--- src/rtl/thermal_pkg.sv ---
// Shared types and default thresholds for the thermal fan controller.
package thermal_pkg;

  typedef enum logic [1:0] {
    FAN_LOW = 2'd1,
    FAN_MED = 2'd2,
    FAN_MAX = 2'd3
  } fan_level_t;

  typedef enum logic [1:0] {
    ST_LOW,
    ST_MED,
    ST_MAX,
    ST_ALARM
  } therm_state_t;

  localparam int DEF_TEMP_W    = 8;
  localparam int DEF_AVG_LOG2  = 2;
  localparam int DEF_T_MED_ON  = 60;
  localparam int DEF_T_MED_OFF = 55;
  localparam int DEF_T_MAX_ON  = 80;
  localparam int DEF_T_MAX_OFF = 72;
  localparam int DEF_T_ALARM   = 95;
  localparam int DEF_DWELL     = 16;

  function automatic fan_level_t state_level(therm_state_t s);
    case (s)
      ST_LOW:  return FAN_LOW;
      ST_MED:  return FAN_MED;
      default: return FAN_MAX;
    endcase
  endfunction

endpackage

--- src/rtl/temp_averager.sv ---
// Block averager: sums 2^AVG_LOG2 accepted samples, publishes the truncated mean.
module temp_averager
  import thermal_pkg::*;
#(
  parameter int TEMP_W   = DEF_TEMP_W,
  parameter int AVG_LOG2 = DEF_AVG_LOG2
) (
  input  logic              clk,
  input  logic              rst,
  input  logic              temp_valid,
  input  logic [TEMP_W-1:0] temp,
  output logic              avg_valid,
  output logic [TEMP_W-1:0] avg_temp
);

  localparam int ACC_W = TEMP_W + AVG_LOG2;

  logic [ACC_W-1:0]    acc_q, acc_d, sum;
  logic [AVG_LOG2-1:0] cnt_q, cnt_d;
  logic                avg_valid_q, avg_valid_d;
  logic [TEMP_W-1:0]   avg_temp_q, avg_temp_d;

  always_comb begin
    acc_d       = acc_q;
    cnt_d       = cnt_q;
    avg_valid_d = 1'b0;
    avg_temp_d  = avg_temp_q;
    sum         = acc_q + ACC_W'(temp);
    if (temp_valid) begin
      cnt_d = cnt_q + AVG_LOG2'(1);
      if (&cnt_q) begin
        // last sample of the window: the counter wraps on its own
        avg_temp_d  = TEMP_W'(sum >> AVG_LOG2);
        avg_valid_d = 1'b1;
        acc_d       = '0;
      end else begin
        acc_d = sum;
      end
    end
  end

  always_ff @(posedge clk) begin
    if (rst) begin
      acc_q       <= '0;
      cnt_q       <= '0;
      avg_valid_q <= 1'b0;
      avg_temp_q  <= '0;
    end else begin
      acc_q       <= acc_d;
      cnt_q       <= cnt_d;
      avg_valid_q <= avg_valid_d;
      avg_temp_q  <= avg_temp_d;
    end
  end

  assign avg_valid = avg_valid_q;
  assign avg_temp  = avg_temp_q;

endmodule

--- src/rtl/thermal_fan_ctrl.sv ---
// Fan level selection from windowed temperature averages, with hysteresis,
// dwell-gated downward steps and a sticky over-temperature alarm.
module thermal_fan_ctrl
  import thermal_pkg::*;
#(
  parameter int TEMP_W    = DEF_TEMP_W,
  parameter int AVG_LOG2  = DEF_AVG_LOG2,
  parameter int T_MED_ON  = DEF_T_MED_ON,
  parameter int T_MED_OFF = DEF_T_MED_OFF,
  parameter int T_MAX_ON  = DEF_T_MAX_ON,
  parameter int T_MAX_OFF = DEF_T_MAX_OFF,
  parameter int T_ALARM   = DEF_T_ALARM,
  parameter int DWELL     = DEF_DWELL
) (
  input  logic              CLK,
  input  logic              RST,
  input  logic              temp_valid,
  input  logic [TEMP_W-1:0] temp,
  input  logic              in_use,
  output logic [1:0]        fan_speed,
  output logic              avg_valid,
  output logic [TEMP_W-1:0] avg_temp,
  output logic              fan_change,
  output logic              alarm
);

  localparam int DW_W = $clog2(DWELL + 1);

  therm_state_t state_q, state_d;
  logic [DW_W-1:0] dwell_q, dwell_d;
  logic fan_change_q, fan_change_d;
  logic alarm_q, alarm_d;
  logic down_ok;

  temp_averager #(
    .TEMP_W  (TEMP_W),
    .AVG_LOG2(AVG_LOG2)
  ) u_avg (
    .clk       (CLK),
    .rst       (RST),
    .temp_valid(temp_valid),
    .temp      (temp),
    .avg_valid (avg_valid),
    .avg_temp  (avg_temp)
  );

  always_comb begin
    state_d = state_q;
    down_ok = !in_use || (dwell_q >= DW_W'(DWELL));
    if (avg_valid) begin
      if (state_q != ST_ALARM && avg_temp >= TEMP_W'(T_ALARM)) begin
        state_d = ST_ALARM;
      end else if (state_q == ST_ALARM) begin
        // alarm exit does not move the fan, so dwell does not gate it
        if (avg_temp < TEMP_W'(T_MAX_OFF)) state_d = ST_MAX;
      end else if (avg_temp >= TEMP_W'(T_MAX_ON)) begin
        state_d = ST_MAX;
      end else begin
        case (state_q)
          ST_LOW: if (avg_temp >= TEMP_W'(T_MED_ON)) state_d = ST_MED;
          ST_MED: if (avg_temp < TEMP_W'(T_MED_OFF) && down_ok) state_d = ST_LOW;
          ST_MAX: if (avg_temp < TEMP_W'(T_MAX_OFF) && down_ok) state_d = ST_MED;
          default: state_d = state_q;
        endcase
      end
    end
    fan_change_d = state_level(state_d) != state_level(state_q);
    alarm_d      = state_d == ST_ALARM;
    if (fan_change_d)                  dwell_d = '0;
    else if (dwell_q >= DW_W'(DWELL))  dwell_d = dwell_q;
    else                               dwell_d = dwell_q + DW_W'(1);
  end

  always_ff @(posedge CLK) begin
    if (RST) begin
      state_q      <= ST_MAX;
      dwell_q      <= '0;
      fan_change_q <= 1'b0;
      alarm_q      <= 1'b0;
    end else begin
      state_q      <= state_d;
      dwell_q      <= dwell_d;
      fan_change_q <= fan_change_d;
      alarm_q      <= alarm_d;
    end
  end

  assign fan_speed  = state_level(state_q);
  assign fan_change = fan_change_q;
  assign alarm      = alarm_q;

endmodule

--- config.mk ---
export PLATFORM = sky130hd
export DESIGN_NAME = thermal_fan_ctrl
export DESIGN_NICKNAME = d
export VERILOG_FILES = /design/src/rtl/thermal_pkg.sv /design/src/rtl/temp_averager.sv /design/src/rtl/thermal_fan_ctrl.sv
export SDC_FILE = /design/constraint.sdc
export NUM_CORES = 1
export LEC_CHECK = 0
export CELL_PAD_IN_SITES_DETAIL_PLACEMENT = 1
export CELL_PAD_IN_SITES_GLOBAL_PLACEMENT = 1
export CORE_MARGIN = 2
export CORE_UTILIZATION = 43
export DETAILED_ROUTE_END_ITERATION = 8
export PLACE_DENSITY = 0.91
export RECOVER_POWER = 100
export SLEW_MARGIN = 30
export SYNTH_ARGS = -nofsm -noshare
export SYNTH_HDL_FRONTEND = slang
export SYNTH_SLANG_ARGS = --single-unit
--- constraint.sdc ---
create_clock -name CLK -period 3 [get_ports CLK]
set_clock_uncertainty 0.1 [all_clocks]
set_input_delay 0.45 -clock CLK [delete_from_list [all_inputs] [get_ports CLK]]
set_output_delay 0.45 -clock CLK [all_outputs]
set_load 0.05 [all_outputs]
# == Word-level counts from Yosys, hierarchy flattened ==
# Cells that the tools add are included.
# totals
regBits,30
out_inout_bits,13
# classes
add_sub_neg,3
magnitude_cmp,6
n_eq_ne,7
muxes,13
bitwise_logic,1
reduce_logical,11
# op_table
op,n
$ge 8x7->1 const B,2
$mux 2,8
$add 10x8->10,1
$mux 10,1
$ge 8x6->1 const B,1
$lt 8x6->1 const B,1
$lt 8x7->1 const B,1
$pmux 2 s2,2
$eq 2x2->1 const B,3
$pmux 2 s3,1
$add 5x1->5 const B,1
$ge 5x5->1 const B,1
$eq 2x1->1 const B,2
$logic_not 2->1,2
$reduce_or 2->1,2
$logic_and 1x1->1,3
$reduce_and 3->1,1
$add 2x1->2 const B,1
$ne 2x2->1,1
$ne 2x2->1 const B,1
$reduce_and 2->1,1
$logic_not 1->1,1
$logic_or 1x1->1,1
$mux 1,1
$not 1->1,1

# == Logic depth before layout (Yosys ltp) ==
# Gate-level depths: netlist of run 1.
# logic_depth
depth_word,13
mapped_depth,8
depth_no_buf,8

# == Hierarchy ==
# From an unflattened synthesis of run 1, not the netlist that was laid out.
# hier_totals
hier_cells,216
area_unflattened_um2,1824.2
# by_module_without_submodules
mod,n_inst,cells_per_inst,area_per_inst_um2,seq_area_each_um2
temp_averager,1,147,1227.4,420.4
thermal_fan_ctrl,1,69,596.8,180.2

# == Least setup slack after synthesis of run 1 ==
# OpenSTA, ideal clock, no wires.
# synth_timing
path_type,input to register
from,in temp[0]
to,reg u_avg.avg_temp_q[6] (netlist: u_avg.avg_temp[6])
setup_time_ns,0.120
arrival_time_ns,1.932
path_slack_ns,0.848
stages,8
path_buffers,0
cell_sequence,ha_1 -> inv_1 -> fa_1 -> nor2b_1 -> o2111ai_1 -> a31oi_1 -> nor4b_1 -> a211o_1
# synth_via
elab_chain_len,1
# synth_rtl
element,line_no,source
start: declaration,thermal_fan_ctrl.sv:18,"input logic [TEMP_W-1:0] temp,"
$add 10x8->10,temp_averager.sv:28,sum = acc_q + ACC_W'(temp);
end signal: assignment,temp_averager.sv:52,avg_temp_q <= avg_temp_d;
end: declaration,temp_averager.sv:21,"logic [TEMP_W-1:0] avg_temp_q, avg_temp_d;"
# No other way between the ends.
# A chain may end at the register's enable or synchronous reset.

# == Worst setup path in the final report of run 1 ==
# Same ends and word-level chain as after synthesis.

==> summary.txt, run 1 <==
=================================================================================
Register bit total from synthesis ..................................           30
Maximum capacitance violations .....................................            0
Port Buffer Count ..................................................           24
Worst-case setup margin in the final layout ........................       327 ps
Result of the run .................................................. finished clean
Cell count after synthesis .........................................          202
Routed wire length .................................................      4420 um
Final setup vio count ..............................................            0
Class of the most critical setup path ..............................    in -> reg
TritonCTS clock tree ...............................................         done
Fraction of the cycle the final worst path needs ...................        89.1%
Count of synthesis-stage warnings from yosys .......................            0
Fraction of registers with async set or reset after synthesis ......           0%
Average detailed-routed wire length per instance ...................      16.0 um
Portion of synthesized cell area occupied by the leading cell type .        35.1%
DR vias ............................................................         1576
Number of setup buffers added after CTS ............................            0
Worst ir drop on vdd ...............................................     0.211 mV
Max Root-Sink Buffers ..............................................            2
ANT cells ..........................................................            0
First-pass GRT wire length .........................................      7440 um
Remaining global-route overflow ....................................            0
Antenna violations before repair ...................................            0
DRC Markers ........................................................            0
I/O pin count ......................................................           25
# placed instances .................................................          268
Power per unit of standard cell area ...............................  480 mW/mm^2
Cell area after synthesis .......................................... 0.00171 sq mm
Total negative setup slack .........................................         0 ps
Num Clock Sinks ....................................................           30
CTS buffer count ...................................................            5
Syn Area/Cell ......................................................   8.46 sq um
Sequential element share of the synthesized area ...................        35.1%
Detailed Route Iter0 Violations ....................................           72
Pin count of the biggest net entering global routing ...............           21
Routed via count divided by cell count .............................         5.71
Most common cell after layout, fill and taps aside .................      dfxtp_1
Synthesized net count ..............................................          226
HP Class ...........................................................   reg -> reg
Number of enable flip-flop cells after synthesis ...................            0
Fin crit period ....................................................      2670 ps
Cell types with the largest area share after synthesis ............. dfxtp_1 (35%), ha_1 (8.1%), nand2_1 (4.4%)
Number of stages on the worst hold path ............................            2
Post-cts sizing count ..............................................            0
Headroom to the max-slew limit .....................................        43.3%
Area leader, netlist ...............................................      dfxtp_1
Depth of the most critical reg-to-reg path .........................            8
Number of unique standard cell types used by synthesis .............           53
Global Route Usage Sum .............................................        22.8%
Number of global-route vias before repair ..........................         1589
Floorplan die area ................................................. 0.00450 sq mm
# hold bufs at CTS .................................................            0
Number of nets still failing antenna checks after routing ..........            0
Setup repair after global routing missed its margin ................        false
Most frequent cells in the layout .................................. dfxtp_1 (30), nand2_1 (20), nor2_1 (17), dlygate4sd3_1 (17), a21oi_1 (14)
Critical path fanouts, max .........................................            4
Die height .........................................................      67.0 um
Fraction of layout cells with a size suffix above 1 ................        4.82%
Post-detailed-placement half-perimeter wirelength ..................      3340 um
Final max-slew violation count .....................................            0
Worst slack on hold paths ..........................................       396 ps
Reg clk slew, reported paths .......................................        60 ps
Critical path data required time ...................................      3070 ps
Number of nets at the end of the flow ..............................          251
Fmax ...............................................................    0.374 GHz
Dpl ws .............................................................       136 ps
Clock latency on the worst-skew pair ...............................       290 ps
Final Total Pwr ....................................................     0.993 mW
Endpoint kind of the worst setup timing path .......................         flop
Root buf cell ......................................................     clkbuf_8
Placement row count ................................................           22
Area growth syn-to-layout ..........................................        20.9%
Hold violation count in the final report ...........................            0
Global placement routability congestion ............................        0.856
Worst Tran Pin Value ...............................................       851 ps
Data arrival time of the critical path .............................      2750 ps
Die width ..........................................................      67.0 um
Core Area .......................................................... 0.00374 sq mm
# H-tree levels ....................................................            2
Static leakage .....................................................     0.829 nW
Synth Flop Type ....................................................      dfxtp_1
Effective utilization at floorplan .................................        45.7%
Final cell count without fillers ...................................          276
Number of optimization iterations in the first detailed-route pass .            4
Kind of start point of the critical path ...........................   input port
=================================================================================
## layout make-up
type                            count  area [sq um]
Timing Repair Buffer               26           251
Fill cell                         463          1680
Inverter                           11          41.3
Tap cell                           48          60.1
Multi-Input combinational cell    153          1020
Clock inverter                      1          5.00
Clock buffer                        7          86.3
Sequential cell                    30           601
## final timing paths
check                                    from                             end  slack, ps
setup / recovery                      temp[0]  u_avg.avg_temp[6]$_SDFFE_PP0P_        330
hold / removal    u_avg.acc_q[7]$_SDFFE_PP0P_     u_avg.acc_q[7]$_SDFFE_PP0P_        400
setup reg to reg  u_avg.acc_q[0]$_SDFFE_PP0P_  u_avg.avg_temp[6]$_SDFFE_PP0P_        670
hold reg to reg   u_avg.acc_q[7]$_SDFFE_PP0P_     u_avg.acc_q[7]$_SDFFE_PP0P_        400
## per-stage QoR
| stage | util, % | instance area [sq um] |
|---|---|---|
| 3_3_place_gp | 53.1 | 1990 |
| 4_1_cts | 55.5 | 2080 |
| 5_1_grt | 55.2 | 2070 |
| 2_1_floorplan | - | 1710 |
| 6_report | 55.2 | 2070 |
| 3_5_place_dp | 53.1 | 1990 |
## state kept, by name, indices dropped and copies added (netlist names)
register	cells
fan_change	1
state_q	2
alarm	1
u_avg.acc_q	10
dwell_q	5
u_avg.avg_valid	1
u_avg.cnt_q	2
u_avg.avg_temp	8
## where the power goes
group / switching [mW] / internal, mW / total (mW)
sequential: 0.0228 / 0.422 / 0.445
clock: 0.155 / 0.185 / 0.340
combinational: 0.118 / 0.0898 / 0.208
total: 0.296 / 0.697 / 0.993
## routing by layer
metal  share of wire, %  track usage, %
met3                2.5            5.07
met2                 51            39.0
met4                2.1            11.5
met5                  0               0
met1                 45            26.4
## critical path, cell delays in order
cell and delay (ps):
dlygate4sd3_1 530, ha_1 190, inv_1 60, fa_1 400
nor2b_1 230, o2111ai_1 170, a31oi_1 310, nor4b_1 110
a211o_1 290
## cell families (layout without fill, tap and decap cells)
| logic type | count (synthesis) | in the layout | synth area share [%] |
|---|---|---|---|
| and+or+nand+nor | 71 | 71 | 21.2 |
| AOI/OAI and AO/OA | 59 | 59 | 24.0 |
| DFF | 30 | 30 | 35.1 |
| buffers and inverters | 19 | 45 | 4.61 |
| adders and majority gates | 12 | 12 | 9.22 |
| xor gates and xnor gates | 9 | 9 | 4.61 |
| muxes | 2 | 2 | 1.17 |
## cells in the mapped netlist, types with 3 or more instances
library cell and instances:
dfxtp_1 30, nand2_1 20, nor2_1 17, a21oi_1 13
ha_1 11, inv_1 11, clkbuf_1 7, nor4_1 6
a31oi_1 5, xor2_1 5, a211oi_1 4, a22oi_1 4
nand3_1 4, o211ai_1 4, o21ai_0 4, xnor2_1 4
and2_1 3, nor2b_1 3, nor3_1 3
(Power assumes the default switching activity.)
==> run 2, diff against run 1 <==
--- a/config.mk
+++ b/config.mk
@@ -7,6 +7,7 @@
 export LEC_CHECK = 0
 export CELL_PAD_IN_SITES_DETAIL_PLACEMENT = 1
 export CELL_PAD_IN_SITES_GLOBAL_PLACEMENT = 1
+export CORE_ASPECT_RATIO = 0.8
 export CORE_MARGIN = 2
 export CORE_UTILIZATION = 43
 export DETAILED_ROUTE_END_ITERATION = 8
==> summary.txt, run 2 (synthesized netlist as in run 1, its figures left out) <==
==================================================================================
Result of the run ................................................... finished clean
Power per unit of standard cell area ................................  478 mW/mm^2   -0.55%
Floorplan die area .................................................. 0.00450 sq mm   about the same
DRC Markers .........................................................            0   unchanged
Bufs and invs on worst path .........................................            2   unchanged
Fraction of layout cells with a size suffix above 1 .................        5.24%   +0.42 points
Sequence of cells on the critical path .............................. dlygate4sd3_1, ha_1, inv_1, fa_1, nor2b_1, o2111ai_1, a31oi_1, nor4b_1, a211o_1
Average detailed-routed wire length per instance ....................      16.4 um   +2.5%
Fmax ................................................................    0.375 GHz   +0.34%
Fraction of the cycle the final worst path needs ....................        88.8%   -0.30 points
Worst ir drop on vdd ................................................     0.201 mV   -4.6%
I/O pin count .......................................................           25   unchanged
Kind of start point of the critical path ............................   input port
Endpoint kind of the worst setup timing path ........................         flop
Class of the most critical setup path ...............................    in -> reg
# hold bufs at CTS ..................................................            0   unchanged
Final cell count without fillers ....................................          284   +2.9%
Global placement routability congestion .............................        0.856   about the same
Detailed Route Iter0 Violations .....................................          104   +44%
Flip-flop count of the largest register, all copies and words added .           10   unchanged
Clock latency on the worst-skew pair ................................       290 ps   about the same
Post-detailed-placement half-perimeter wirelength ...................      3430 um   +2.6%
Num Clock Sinks .....................................................           30   unchanged
Remaining global-route overflow .....................................            0   unchanged
First-pass GRT wire length ..........................................      7530 um   +1.2%
Final max-slew violation count ......................................            0   unchanged
Number of nets still failing antenna checks after routing ...........            0   unchanged
Family with the most delay on the worst path ........................ compound AO/OA/AOI/OAI gates
Placed Area ......................................................... 0.00200 sq mm   +0.82%
Area growth syn-to-layout ...........................................        21.9%
Most common cell after layout, fill and taps aside ..................      dfxtp_1
Slowest stage cell, crit path ....................................... dlygate4sd3_1
CTS buffer count ....................................................            5   unchanged
Final Total Pwr .....................................................     0.995 mW   +0.24%
Critical path fanouts, max ..........................................            4   unchanged
Routed via count divided by cell count ..............................         5.70   -0.10%
DR vias .............................................................         1620   +2.8%
Routed wire length ..................................................      4660 um   +5.4%
Data arrival time of the critical path ..............................      2750 ps   about the same
# placed instances ..................................................          276   +3.0%
# H-tree levels .....................................................            2   unchanged
Pin count of the biggest net entering global routing ................           20   -4.8%
Reg clk slew, reported paths ........................................        60 ps   about the same
Root buf cell .......................................................     clkbuf_8
Number of global-route vias before repair ...........................         1571   -1.1%
Worst Tran Pin Value ................................................       825 ps   -25.5 ps
ANT cells ...........................................................            0   unchanged
Number of nets at the end of the flow ...............................          252   +0.40%
Most frequent cells in the layout ................................... dfxtp_1 (30), nand2_1 (20), nor2_1 (17), dlygate4sd3_1 (17), a21oi_1 (14)
Core Area ........................................................... 0.00380 sq mm   +1.6%
Static leakage ......................................................     0.834 nW   +0.58%
Headroom to the max-slew limit ......................................        45.0%   +1.7 points
Fill cell instance count of the final layout ........................          470   +1.5%
Max Root-Sink Buffers ...............................................            2   unchanged
Largest incremental delay on the critical path ......................       530 ps   about the same
Post-cts sizing count ...............................................            0   unchanged
Die width ...........................................................      74.5 um   +11%
Setup repair after global routing missed its margin .................        false
Antenna violations before repair ....................................            0   unchanged
Global Route Usage Sum ..............................................        22.6%   -0.22 points
Number of setup buffers added after CTS .............................            0   unchanged
Cell area after layout .............................................. 0.00208 sq mm   +0.79%
TritonCTS clock tree ................................................         done
Maximum capacitance violations ......................................            0   unchanged
Die height ..........................................................      60.4 um   -9.9%
Total negative setup slack ..........................................         0 ps   unchanged
Register with the highest flop count ................................  u_avg.acc_q
Final setup vio count ...............................................            0   unchanged
Critical path data required time ....................................      3080 ps   about the same
Effective utilization at floorplan ..................................        44.9%   -0.72 points
HP Class ............................................................   reg -> reg
Fin crit period .....................................................      2660 ps   -8.95 ps
Number of optimization iterations in the first detailed-route pass ..            4   unchanged
Port Buffer Count ...................................................           24   unchanged
Hold violation count in the final report ............................            0   unchanged
Placement row count .................................................           20   -9.1%
==================================================================================
==> run 2: changes by cell type in the layout (fill, tap and decap cells not counted) <==
cell | before | now
buf_4 | 1 | 2
==> run 2: cell type report <==
class	instances	area [sq um]	area share [%]
Clock buffer	7	86.3	4.14
Clock inverter	1	5.00	0.240
Inverter	11	41.3	1.98
Multi-Input combinational cell	153	1020	49.1
Sequential cell	30	601	28.8
Tap cell	55	68.8	3.30
Timing Repair Buffer	27	259	12.4
==> run 2: metrics by stage <==
stage | util (%) | hold slack [ps] | setup WS [ps]
2_1_floorplan | - | 354 | 848
3_3_place_gp | 52.7 | 372 | 241
3_5_place_dp | 52.7 | 379 | 147
4_1_cts | 55.1 | 389 | 452
5_1_grt | 54.8 | 412 | 145
6_report | 54.8 | 384 | 336
==> run 2: metal layers <==
layer,part of all wire (%),global-route usage [%],vias to the layer above
met3,2.9,5.15,9
met2,45,33.6,24
met1,50,30.7,795
met5,0,0,-
li1,-,-,792
met4,1.9,12.0,0
==> run 2: final timing paths <==
| kind | cells past startpoint | startpoint | end | slack [ps] |
|---|---|---|---|---|
| worst max-delay path | 9 | temp[0] | u_avg.avg_temp[6]$_SDFFE_PP0P_ | 340 |
| worst min-delay path | 2 | u_avg.acc_q[7]$_SDFFE_PP0P_ | u_avg.acc_q[7]$_SDFFE_PP0P_ | 380 |
| worst max register to register | 8 | u_avg.acc_q[0]$_SDFFE_PP0P_ | u_avg.avg_temp[6]$_SDFFE_PP0P_ | 690 |
| worst min register to register | 2 | u_avg.acc_q[7]$_SDFFE_PP0P_ | u_avg.acc_q[7]$_SDFFE_PP0P_ | 380 |
==> run 2: report_power, final <==
group          total, mW  switching [mW]  internal, mW
logic              0.208           0.118        0.0905
clock network      0.343           0.158         0.185
registers          0.444          0.0222         0.422
==> run 2: worst reg2reg max path: cells and delay by family (launching register included) <==
kind / cells / cell delay (ps)
and+or+nand+nor: 2 / 320
buffers and inverters: 1 / 60
AOI/OAI and AO/OA: 3 / 780
DFF: 1 / 330
adders and majority gates: 2 / 600
